## src/rtl/alu_share_arbiter_pkg.sv

```systemverilog
// rtl/alu_share_arbiter_pkg.sv - shared ALU control codes, FSM states and widths
package alu_share_arbiter_pkg;

    localparam int DATA_W_DEF = 32;
    localparam int CTL_W_DEF  = 4;

    localparam logic [3:0] ALU_AND = 4'b0000;
    localparam logic [3:0] ALU_OR  = 4'b0001;
    localparam logic [3:0] ALU_ADD = 4'b0010;
    localparam logic [3:0] ALU_SUB = 4'b0110;
    localparam logic [3:0] ALU_SLT = 4'b0111;
    localparam logic [3:0] ALU_NOR = 4'b1100;
    localparam logic [3:0] ALU_XOR = 4'b1101;

    typedef enum logic [1:0] {
        ST_IDLE = 2'b00,
        ST_EXEC = 2'b01,
        ST_RESP = 2'b10
    } state_t;

    // On a tie the priority pointer decides; otherwise the lone requester wins.
    function automatic logic pick_grant(input logic v0, input logic v1, input logic ptr);
        if (v0 && v1) begin
            return ptr;
        end
        return v1;
    endfunction

endpackage

```

## src/rtl/alu_share_arbiter_alu.sv

```systemverilog
// rtl/alu_share_arbiter_alu.sv - combinational ALU with zero flag; unknown codes give 0
module alu
    import alu_share_arbiter_pkg::*;
#(
    parameter int DATA_W = DATA_W_DEF,
    parameter int CTL_W  = CTL_W_DEF
) (
    input  logic [CTL_W-1:0]  ctl,
    input  logic [DATA_W-1:0] a,
    input  logic [DATA_W-1:0] b,
    output logic [DATA_W-1:0] out,
    output logic              z
);

    always_comb begin
        out = '0;
        case (ctl)
            CTL_W'(ALU_AND): out = a & b;
            CTL_W'(ALU_OR):  out = a | b;
            CTL_W'(ALU_ADD): out = a + b;
            CTL_W'(ALU_SUB): out = a - b;
            CTL_W'(ALU_SLT): out = {{(DATA_W-1){1'b0}}, ($signed(a) < $signed(b))};
            CTL_W'(ALU_NOR): out = ~(a | b);
            CTL_W'(ALU_XOR): out = a ^ b;
            default:         out = '0;
        endcase
    end

    assign z = (out == '0);

endmodule

```

## src/rtl/alu_share_arbiter.sv

```systemverilog
// rtl/alu_share_arbiter.sv - round-robin sharing of one ALU between two requesters
module alu_share_arbiter
    import alu_share_arbiter_pkg::*;
#(
    parameter int DATA_W  = DATA_W_DEF,
    parameter int CTL_W   = CTL_W_DEF,
    parameter bit RR_INIT = 1'b0
) (
    input  logic              clk,
    input  logic              rst_n,
    input  logic              req0_valid,
    output logic              req0_ready,
    input  logic [CTL_W-1:0]  req0_ctl,
    input  logic [DATA_W-1:0] req0_a,
    input  logic [DATA_W-1:0] req0_b,
    input  logic              req1_valid,
    output logic              req1_ready,
    input  logic [CTL_W-1:0]  req1_ctl,
    input  logic [DATA_W-1:0] req1_a,
    input  logic [DATA_W-1:0] req1_b,
    output logic              rsp0_valid,
    input  logic              rsp0_ready,
    output logic [DATA_W-1:0] rsp0_out,
    output logic              rsp0_z,
    output logic              rsp1_valid,
    input  logic              rsp1_ready,
    output logic [DATA_W-1:0] rsp1_out,
    output logic              rsp1_z,
    output logic              busy
);

    state_t            state;
    logic              ptr;
    logic              grant;
    logic              next_grant;
    logic              any_valid;
    logic              idle;
    logic              rsp_take;
    logic [CTL_W-1:0]  ctl_q;
    logic [DATA_W-1:0] a_q;
    logic [DATA_W-1:0] b_q;
    logic [DATA_W-1:0] result_q;
    logic              z_q;
    logic [DATA_W-1:0] alu_out;
    logic              alu_z;

    assign idle       = (state == ST_IDLE);
    assign any_valid  = req0_valid | req1_valid;
    assign next_grant = pick_grant(req0_valid, req1_valid, ptr);

    // Gated by rst_n so both readies drop the instant reset asserts.
    assign req0_ready = rst_n & idle & any_valid & ~next_grant;
    assign req1_ready = rst_n & idle & any_valid & next_grant;

    assign rsp_take   = grant ? rsp1_ready : rsp0_ready;

    assign rsp0_out   = result_q;
    assign rsp1_out   = result_q;
    assign rsp0_z     = z_q;
    assign rsp1_z     = z_q;

    alu #(
        .DATA_W (DATA_W),
        .CTL_W  (CTL_W)
    ) u_alu (
        .ctl (ctl_q),
        .a   (a_q),
        .b   (b_q),
        .out (alu_out),
        .z   (alu_z)
    );

    always_ff @(posedge clk or negedge rst_n) begin
        if (!rst_n) begin
            state      <= ST_IDLE;
            ptr        <= RR_INIT;
            grant      <= 1'b0;
            ctl_q      <= '0;
            a_q        <= '0;
            b_q        <= '0;
            result_q   <= '0;
            z_q        <= 1'b1;
            rsp0_valid <= 1'b0;
            rsp1_valid <= 1'b0;
            busy       <= 1'b0;
        end else begin
            case (state)
                ST_IDLE: begin
                    if (any_valid) begin
                        grant <= next_grant;
                        ctl_q <= next_grant ? req1_ctl : req0_ctl;
                        a_q   <= next_grant ? req1_a   : req0_a;
                        b_q   <= next_grant ? req1_b   : req0_b;
                        busy  <= 1'b1;
                        state <= ST_EXEC;
                    end
                end
                ST_EXEC: begin
                    result_q   <= alu_out;
                    z_q        <= alu_z;
                    rsp0_valid <= ~grant;
                    rsp1_valid <= grant;
                    state      <= ST_RESP;
                end
                ST_RESP: begin
                    if (rsp_take) begin
                        rsp0_valid <= 1'b0;
                        rsp1_valid <= 1'b0;
                        busy       <= 1'b0;
                        ptr        <= ~grant;
                        state      <= ST_IDLE;
                    end
                end
                default: begin
                    rsp0_valid <= 1'b0;
                    rsp1_valid <= 1'b0;
                    busy       <= 1'b0;
                    state      <= ST_IDLE;
                end
            endcase
        end
    end

endmodule

```

## config.mk

```make
export PLATFORM = sky130hd
export DESIGN_NAME = alu_share_arbiter
export DESIGN_NICKNAME = d
export VERILOG_FILES = /design/src/rtl/alu_share_arbiter_pkg.sv /design/src/rtl/alu_share_arbiter_alu.sv /design/src/rtl/alu_share_arbiter.sv
export SDC_FILE = /design/constraint.sdc
export NUM_CORES = 1
export LEC_CHECK = 0
export BUFFER_PORTS_ARGS = -buffer_cell sky130_fd_sc_hd__buf_2
export CAP_MARGIN = 10
export CORE_MARGIN = 4
export CORE_UTILIZATION = 52
export CTS_CLUSTER_DIAMETER = 200
export DETAILED_ROUTE_END_ITERATION = 6
export GPL_TIMING_DRIVEN = 1
export PLACE_DENSITY = 0.79
export SETUP_SLACK_MARGIN = 0.2
export SYNTH_ARGS = -nofsm -noshare
export SYNTH_HDL_FRONTEND = slang
export SYNTH_HIERARCHICAL = 1
export SYNTH_SLANG_ARGS = --single-unit
export TNS_END_PERCENT = 100
```

## constraint.sdc

```tcl
create_clock -name clk -period 3.3 [get_ports clk]
set_clock_uncertainty 0.05 [all_clocks]
set_input_delay 0.33 -clock clk [delete_from_list [all_inputs] [get_ports clk]]
set_output_delay 0.33 -clock clk [all_outputs]
set_load 0.01 [all_outputs]
```

==> reports/qor.log <==
[status] status complete, but fails checks
[status] failing checks setup timing
[die] die width 154 um
[die] standard-cell row count 53
[synthesis] cell taking the most area after synthesis sky130_fd_sc_hd__dfrtp_1
[finish] # nets final 2099
[job] # Max-Cap Violations 0
[critical_path] required time of the critical path 3570 ps
[cts] clock tree from TritonCTS built
[sta] number of pins with negative max-slew slack in the final report 0
[sta] worst-margin pin slew 929 ps
[cts] Sinks on Clock Net 108
[placement] Post-DP HPWL 34.9 mm
[synthesis] Post-synth EDFFs 0
[sta] Final Hold Vio Count 0
[finish] layout cell share with drive strength beyond 1 43.1%
[synthesis] Synth Instances 1407
[critical_path] Max Fanout on Critical Path 2
[finish] Design Area, Final 15800 sq um
[critical_path] kind of cell adding the most delay to the critical path simple AND/OR/NAND/NOR gates
[sta] RSZ-0062 raised after global routing yes
[drt] vias per cell 6.31
[sta] shortest period the worst path allows 3820 ps
[critical_path] crit path kind reg2reg
[critical_path] Critical Path Start Type flop
[finish] antenna diode count 0
[cts] clock root buffer master sky130_fd_sc_hd__clkbuf_16
[critical_path] ordered cell list for the critical path inv_2 -> ha_4 -> or4_4 -> nand2b_4 -> a21oi_4 -> nor4_4 -> o31a_1 -> o31ai_2 -> mux2i_1 -> nand3_1 -> or4_1 -> nor3_2 -> and4b_1 -> mux2_4
[die] Core Region 21000 sq um
[global_routing] total overflow reported by the global router 0
[global_routing] antenna violations before repair 0
[critical_path] Critical Path End Type flop
[synthesis] commonest register cell after synthesis sky130_fd_sc_hd__dfrtp_1
[synthesis] Commonest cells post-synth sky130_fd_sc_hd__a21oi_1 (142), sky130_fd_sc_hd__dfrtp_1 (107), sky130_fd_sc_hd__o21ai_0 (105), sky130_fd_sc_hd__ha_1 (96), sky130_fd_sc_hd__inv_1 (96)
[drt] router iterations before antenna repair 6
[sta] share of the clock period used by the worst path after layout 116%
[placement] total placed instance area 14500 sq um
[global_routing] overall global routing resource usage 36.5%
[synthesis] main area contributors after synthesis sky130_fd_sc_hd__dfrtp_1 (24%), sky130_fd_sc_hd__ha_1 (11%), sky130_fd_sc_hd__a21oi_1 (6.4%)
[die] Die H 154 um
[finish] number of fill cells 1543
[synthesis] post-synthesis sequential element count 108
[sta] Achievable Freq 0.262 GHz
[synthesis] number of distinct library cells after synthesis 96
[die] floorplan die area 23800 sq um
[synthesis] most instantiated library cell after synthesis sky130_fd_sc_hd__a21oi_1
[cts] post-CTS clock slew at the launch and capture registers of the worst setup and hold paths 90 ps
[drt] total via count in the routed design 13500
[drt] initial DRC count 1382
[global_routing] pin count of the biggest net entering global routing 109
[synthesis] top cell type's share of synthesized area 24.1%
[sta] slew margin rel. 38.0%
[synthesis] sequential cell area fraction in the yosys report 24.3%
[die] initial core utilization 52.9%
[drt] remaining number of nets flagged by the antenna check after routing 0
[cts] cts bufs inserted 9
[critical_path] start point of the critical path b_q[9]$_DFFE_PN0P_
[global_routing] global-route wire length before repair 70.0 mm
[finish] post-synthesis to final-layout area growth 42.2%
[critical_path] critical path arrival 4090 ps
[synthesis] Synthesis Warnings 6
[min_path] Hold Crit Class in2async
[synthesis] mean instance size in the synthesized netlist 7.90 sq um
[die] total I/O pin count 213
[drt] Post-Route WL 46.4 mm
[drt] number of remaining DRC errors 0
[sta] Final Worst Setup Slack -521 ps
[critical_path] stage delay of the slowest cell on the critical path 590 ps
[sta] Min Hold Slack 57.5 ps
[cts] deepest clock path buffer count 2
[critical_path] FF-to-FF Start b_q[9]$_DFFE_PN0P_
[sta] final setup violation count 5
[synthesis] async set-or-reset flop fraction in the synthesized netlist 100%
[drt] Routed WL per cell 21.7 um
[cts] maximum level of the CTS H-tree 3
[placement] quantity of I/O buffers inserted on ports 212
[placement] Placer Congestion 0.996
[synthesis] total standard cell area after synthesis 11100 sq um
[critical_path] highest-delay cell along the critical path sky130_fd_sc_hd__or4_1
[global_routing] vias in the first global route 12800
[synthesis] syn nets 1647
[critical_path] Critical path buffers and inverters 1
[cts] clock latency on the worst-skew pair 370 ps
==> layer usage <==
metal	track usage, %	share of wire [%]	vias up
li1	-	-	6069
met1	54.1	43	6317
met2	54.0	42	1002
met3	8.39	12	99
met4	8.75	2.5	0
met5	0	0	-
==> cells in the final DEF (no fill, tap or decap), types with 7 or more instances in the layout <==
cell                        count
sky130_fd_sc_hd__mux2i_1        7
sky130_fd_sc_hd__mux2_2        23
sky130_fd_sc_hd__nor4_1        10
sky130_fd_sc_hd__o21ai_1        9
sky130_fd_sc_hd__nand3_1       82
sky130_fd_sc_hd__nand2b_1      13
sky130_fd_sc_hd__o211ai_1      20
sky130_fd_sc_hd__o21a_1         9
sky130_fd_sc_hd__and2_1        10
sky130_fd_sc_hd__a21o_1        12
sky130_fd_sc_hd__ha_1          70
sky130_fd_sc_hd__buf_4        359
sky130_fd_sc_hd__a21oi_2       14
sky130_fd_sc_hd__o21bai_1       9
sky130_fd_sc_hd__a22oi_1        8
sky130_fd_sc_hd__mux2_1         9
sky130_fd_sc_hd__o21ai_0      100
sky130_fd_sc_hd__inv_2         15
sky130_fd_sc_hd__nand2_1       64
sky130_fd_sc_hd__dfrtp_1      104
sky130_fd_sc_hd__buf_2        211
sky130_fd_sc_hd__nor2b_1       11
sky130_fd_sc_hd__a221oi_1      20
sky130_fd_sc_hd__o31ai_1        8
sky130_fd_sc_hd__a221o_1        7
sky130_fd_sc_hd__and3_1         9
sky130_fd_sc_hd__ha_4          17
sky130_fd_sc_hd__nor2_1        84
sky130_fd_sc_hd__a31oi_2       11
sky130_fd_sc_hd__a31oi_1       70
sky130_fd_sc_hd__a21oi_1      126
sky130_fd_sc_hd__nor3_1        19
sky130_fd_sc_hd__clkbuf_16      9
sky130_fd_sc_hd__a211o_1        9
sky130_fd_sc_hd__ha_2           9
sky130_fd_sc_hd__buf_6         12
sky130_fd_sc_hd__inv_1         83
==> state kept, by name (all words and copies together) (netlist names) <==
signal	count
a_q	32
b_q	32
busy	1
ctl_q	4
grant	1
ptr	1
rsp0_out	32
rsp0_valid	1
rsp0_z	1
rsp1_valid	1
state	2
==> path summary, 6_finish.rpt <==
| check | slack (ps) | to | cells past startpoint |
|---|---|---|---|
| setup / recovery | -520 | rsp0_z$_DFFE_PN1N_ | 14 |
| hold / removal | 60 | rsp0_out[24]$_DFFE_PN0N_ | 2 |
| setup reg to reg | -520 | rsp0_z$_DFFE_PN1N_ | 14 |
| hold reg to reg | 460 | rsp0_out[9]$_DFFE_PN0N_ | 1 |
| max in group asynchronous | 2600 | ctl_q[1]$_DFFE_PN0P_ | 2 |
| min in group clk | 180 | b_q[27]$_DFFE_PN0P_ | 3 |
==> final cells by class <==
| cell class | count | area, sq um | area share (%) |
|---|---|---|---|
| Sequential cell | 108 | 2710 | 17.1 |
| Clock inverter | 6 | 67.6 | 0.427 |
| Timing Repair Buffer | 587 | 3990 | 25.2 |
| Clock buffer | 10 | 229 | 1.45 |
| Tap cell | 275 | 344 | 2.18 |
| Inverter | 99 | 372 | 2.35 |
| Multi-Input combinational cell | 1054 | 8110 | 51.3 |
==> timing repair <==
item,CTS,global route
hold buffers,0,0
resized for setup,117,68
setup endpoints to repair,13,19
pin swaps,32,32
gates cloned,0,0
buffers inserted,13,11
==> stage by stage <==
stage / std cells / utilization (%) / TNS, ps / worst slack [ps]
floorplan: 1407 / - / -175 / -175
global placement: 2099 / 68.8 / -1200 / -472
detailed placement: 2099 / 68.8 / -1580 / -541
CTS: 2128 / 73.3 / -563 / -440
global route: 2139 / 75.2 / -1680 / -583
finish: 2139 / 75.2 / -1060 / -521
==> cells by family (layout without fill, tap and decap cells) <==
logic type | Yosys count | after routing | share of synthesized area [%]
XOR/XNOR | 3 | 3 | 0.236
multiplexers | 41 | 41 | 4.07
buffers and inverters | 245 | 702 | 10.9
adder cells (fa/ha/maj) | 98 | 98 | 11.2
AO/OA/AOI/OAI | 538 | 538 | 32.2
AND/OR/NAND/NOR | 374 | 374 | 17.1
flip-flops | 108 | 108 | 24.3
Power is not shown: default switching activity piles up to over one toggle a cycle in this logic, so the estimate is an artifact.
